==> config.mk <==
export PLATFORM = sky130hd
export DESIGN_NAME = spi_slave
export DESIGN_NICKNAME = d
export VERILOG_FILES = /design/src/rtl/spi_slave.sv
export SDC_FILE = /design/constraint.sdc
export NUM_CORES = 1
export LEC_CHECK = 0
export BUFFER_PORTS_ARGS = -buffer_cell sky130_fd_sc_hd__buf_2
export CAP_MARGIN = 20
export CORE_MARGIN = 8
export CORE_UTILIZATION = 45
export CTS_CLUSTER_DIAMETER = 100
export DETAILED_ROUTE_END_ITERATION = 8
export PLACE_DENSITY = 0.68
export SYNTH_ARGS = -nofsm -noshare
export SYNTH_HDL_FRONTEND = slang
export SYNTH_SLANG_ARGS = --single-unit
==> constraint.sdc <==
create_clock -name sclk_o -period 3.9 [get_ports sclk_o]
set_clock_uncertainty 0.2 [all_clocks]
set_input_delay 0.78 -clock sclk_o [delete_from_list [all_inputs] [get_ports sclk_o]]
set_output_delay 0.78 -clock sclk_o [all_outputs]
set_load 0.01 [all_outputs]
==> src/rtl/spi_slave.sv <==
// SPI slave, mode-0 style sampling on rising sclk_o, LSB-first, 8-bit bytes.
// Single-entry tx holding buffer and rx output register with sticky error flags.
module spi_slave (
  input  logic       sclk_o,
  input  logic       nrst_i,
  input  logic       cs_i,
  input  logic       mosi_i,
  output logic       miso_o,
  input  logic [7:0] tx_data_i,
  input  logic       tx_valid_i,
  output logic       tx_ready_o,
  output logic [7:0] rx_data_o,
  output logic       rx_valid_o,
  input  logic       rx_ready_i,
  output logic       overrun_o,
  output logic       underrun_o,
  output logic       frame_err_o
);

  typedef enum logic [1:0] {
    IDLE  = 2'd0,
    LOAD  = 2'd1,
    SHIFT = 2'd2
  } state_t;

  state_t     state_r, state_s;
  logic [2:0] cnt_r;
  logic [7:0] sr_r;
  logic [7:0] txb_r;
  logic       full_r;
  logic       do_load_s, do_shift_s, byte_done_s, abort_err_s;

  // Next-state and per-edge action strobes; IDLE and LOAD both load on a low cs_i.
  always_comb begin
    state_s     = state_r;
    do_load_s   = 1'b0;
    do_shift_s  = 1'b0;
    byte_done_s = 1'b0;
    abort_err_s = 1'b0;
    case (state_r)
      IDLE, LOAD: begin
        if (!cs_i) begin
          do_load_s = 1'b1;
          state_s   = SHIFT;
        end else begin
          state_s = IDLE;
        end
      end
      SHIFT: begin
        if (!cs_i) begin
          do_shift_s = 1'b1;
          if (cnt_r == 3'd7) begin
            byte_done_s = 1'b1;
            state_s     = LOAD;
          end else begin
            state_s = SHIFT;
          end
        end else begin
          state_s     = IDLE;
          abort_err_s = (cnt_r != 3'd0);
        end
      end
      default: state_s = IDLE;
    endcase
  end

  // State register.
  always_ff @(posedge sclk_o or negedge nrst_i) begin
    if (!nrst_i) state_r <= IDLE;
    else         state_r <= state_s;
  end

  // Shift register and bit counter; an empty buffer at load time sends zeros.
  always_ff @(posedge sclk_o or negedge nrst_i) begin
    if (!nrst_i) begin
      sr_r  <= 8'h00;
      cnt_r <= 3'd0;
    end else if (do_load_s) begin
      sr_r  <= full_r ? txb_r : 8'h00;
      cnt_r <= 3'd0;
    end else if (do_shift_s) begin
      sr_r  <= {mosi_i, sr_r[7:1]};
      cnt_r <= cnt_r + 3'd1;
    end
  end

  // Tx holding buffer; a load of a full buffer wins over a same-edge write.
  always_ff @(posedge sclk_o or negedge nrst_i) begin
    if (!nrst_i) begin
      txb_r       <= 8'h00;
      full_r      <= 1'b0;
      underrun_o  <= 1'b0;
      frame_err_o <= 1'b0;
    end else begin
      if (do_load_s && full_r) begin
        full_r <= 1'b0;
      end else if (tx_valid_i && !full_r) begin
        txb_r  <= tx_data_i;
        full_r <= 1'b1;
      end
      if (do_load_s && !full_r) underrun_o  <= 1'b1;
      if (abort_err_s)          frame_err_o <= 1'b1;
    end
  end

  // Rx output register; a completing byte takes priority over consumption.
  always_ff @(posedge sclk_o or negedge nrst_i) begin
    if (!nrst_i) begin
      rx_data_o  <= 8'h00;
      rx_valid_o <= 1'b0;
      overrun_o  <= 1'b0;
    end else if (byte_done_s) begin
      rx_data_o  <= {mosi_i, sr_r[7:1]};
      rx_valid_o <= 1'b1;
      if (rx_valid_o && !rx_ready_i) overrun_o <= 1'b1;
    end else if (rx_valid_o && rx_ready_i) begin
      rx_valid_o <= 1'b0;
    end
  end

  assign miso_o     = (state_r == SHIFT && !cs_i) ? sr_r[0] : 1'b0;
  assign tx_ready_o = !full_r;

endmodule

==> results.md <==
* Status: completed
* GR peak layer: met2
* Diode count at 0
* Flops & latches, synth at 34
* P_leak at 0.8311 nW
* CTS sink cnt at 34
* Area leader, netlist: dfrtp_1
* Hold crit path type: reg -> reg
* Cts hold-fix bufs at 0
* Critical Path RT at 2.92 ns
* Initial Util at 47.44%
* Number of remaining DRC errors at 0
* Critical path class: in -> out
* # rows at 20
* Most used DFF post-synth: dfrtp_1
* Register area share after synthesis at 58.27%
* Critical Path End Type: output pin
* WP data arrival at 1.68 ns
* First-pass GRT wire length at 4.533 mm
* Worst Tran Pin Value at 0.7156 ns
* Proportion of synthesized area in mux cells at 14.14%
* Clock-pin slew on the worst setup and hold paths at 0.11 ns
* Postcts setup bufs at 0
* Setup_tns at 0 ns
* Power density cells at 439.1 nW/um^2
* CTS Buf Count at 5
* XOR/XNOR share of the synthesized area at 0%
* H-tree depth at 2
* Chip Width at 72.96 um
* ANT nets after route at 0
* Post-cts sizing count at 0
* Met2 Use GR at 16.00%
* Met1 GRT Util at 13.48%
* Design Power at 0.0007340 W
* Post-Synthesis Cells at 114
* Final nets at 161
* Slew HR at 52.30%
* Die area at 5323 um^2
* Final period util at 68.18%
* Final wirelength at 2.603 mm
* CTS tree: done
* Clock root buffer: clkbuf_4
* Vias in the first global route at 948
* Io pins at 28
* Worst hold slack at 0.2734 ns
* Final setup viols at 0
* Fill cells at 277
* Final count of pins violating max slew at 0
* Via count at 892
* Largest fanout on the critical path at 10
* Post-synthesis simple-gate area fraction at 8.912%
* First drt pass iteration count at 4
* Vert. Die Dim at 72.96 um
* CTS Buffer Depth at 2
* Fmax at 376.1 MHz
* Fin area at 1672 um^2
* Crit start category: input pin
* Vias per inst at 4.720
* Largest net degree at the start of global routing at 35
* Ys async rst share at 100.0%
* Post-synth EDFFs at 0
* Peak VDD IR at 230.3 uV
* Placed Area at 1608 um^2
* Compound-Gate Fraction of Synth Area at 10.11%
* Clk_lat worst skew at 0.33 ns
* Synth top area cells: dfrtp_1 (58%), mux2_4 (7.2%), mux2_2 (6.9%)
* Netlist cell types at 26
* GR Overflow Total at 0
* DR WL/cell at 13.77 um
* Share of the synthesized area in the top cell type at 58.27%
* Synth-to-Final Area Change at 14.48%
* Gr usage total at 11.17%
* Syn Nets at 131
* Post-DP HPWL at 1.962 mm
* Largest family of logic cells by synthesized area: multiplexers
* Initial antenna violation count at 0
* Mapped cell area at 1460 um^2
* Count of final hold-check violations at 0
* Layout cell share with drive strength beyond 1 at 40.00%
* Post-Synth Adder-Cell Area at 2.571%
* Tmin final at 2.659 ns
* RSZ-0062 raised after global routing: no
* Max cap viols at 0
* DRT iter0 DRCs at 22
* Yosys Warn Count at 0
* Storage cell area at 850.8 um^2
* GPL Wtd Cong at 0.7612
* Core Box Area at 3078 um^2
* Syn avg cell area at 12.81 um^2
* IO Port Bufs at 27
* Met3 Track Usage GR at 5.632%
* Multi-input gate area at 521.8 um^2
==> stage by stage <==
stage | instances | utilization (%) | setup WS, ns
3_5_place_dp | 181 | 52.24 | 1.226
6_report | 189 | 54.31 | 1.241
2_1_floorplan | 114 | - | 1.478
5_1_grt | 189 | 54.31 | 1.159
3_3_place_gp | 181 | 52.24 | 1.267
4_1_cts | 189 | 54.31 | 1.232
==> final cells by class <==
| class | instances | share of cell area [%] |
|---|---|---|
| timing repair buffer | 27 | 8.084 |
| clock buffer | 6 | 3.069 |
| inverter | 12 | 2.695 |
| tap | 44 | 3.293 |
| clock inverter | 2 | 0.7485 |
| multi-input combinational | 64 | 31.21 |
| sequential | 34 | 50.90 |
==> sequential cells by signal, indices dropped and copies added (netlist names), 2 cells and up <==
name       flops
cnt_r          3
state_r        2
txb_r          8
rx_data_o      8
sr_r           8
==> cells in the final DEF (no fill, tap or decap), drive strengths merged <==
cell      instances
dfrtp            34
buf              27
mux2             16
inv              12
o21ai            11
a22oi             9
nor2              7
clkbuf            6
nand3             3
nand2             3
ha                3
and2              3
nor3b             2
a21o              1
a31o              1
nor2b             1
nor3              1
or2               1
nand2b            1
o21bai            1
clkinvlp          1
clkinv            1
==> cell usage after synthesis (all sizes together) (2+ instances only) <==
cell type / n
a22oi: 9
and2: 3
buf: 3
dfrtp: 34
ha: 3
inv: 12
mux2: 16
nand2: 3
nand3: 3
nor2: 7
nor3b: 2
o21ai: 11
==> critical path, cell delays in order <==
cell and delay (ns):
buf_2 0.17, nor3b_4 0.40, and2_2 0.21, buf_2 0.12
==> cells by family (layout without fill, tap and decap cells) <==
family / count (synthesis) / after routing
compound gates: 23 / 23
flops: 34 / 34
fa+ha+maj: 3 / 3
mux: 16 / 16
buf+inv: 16 / 47
simple gates: 22 / 22
==> power breakdown <==
group	switching, W	internal (W)
Sequential	0.0000357	0.000400
Clock	0.000120	0.0000866
Combinational	0.0000427	0.0000490
Total	0.000198	0.000536
==> routing by layer <==
layer,share of wire (%),wire [um],vias up
li1,-,-,452
met2,44,1154,19
met4,1.6,41,0
met5,0,0,-
met1,48,1240,416
met3,6.4,166,5
==> worst paths after layout <==
check	start	endpoint	slack [ns]	cells after the start
setup / recovery	cs_i	miso_o	1.24	4
hold / removal	underrun_o	underrun_o	0.27	1
min in group asynchronous	nrst_i	txb_r[5]	0.29	1
hold reg to reg	underrun_o	underrun_o	0.27	1
setup reg to reg	state_r[1]	rx_data_o[0]	1.98	3
max in group asynchronous	nrst_i	frame_err_o	2.75	1
Power figures use the tool's default switching activity.
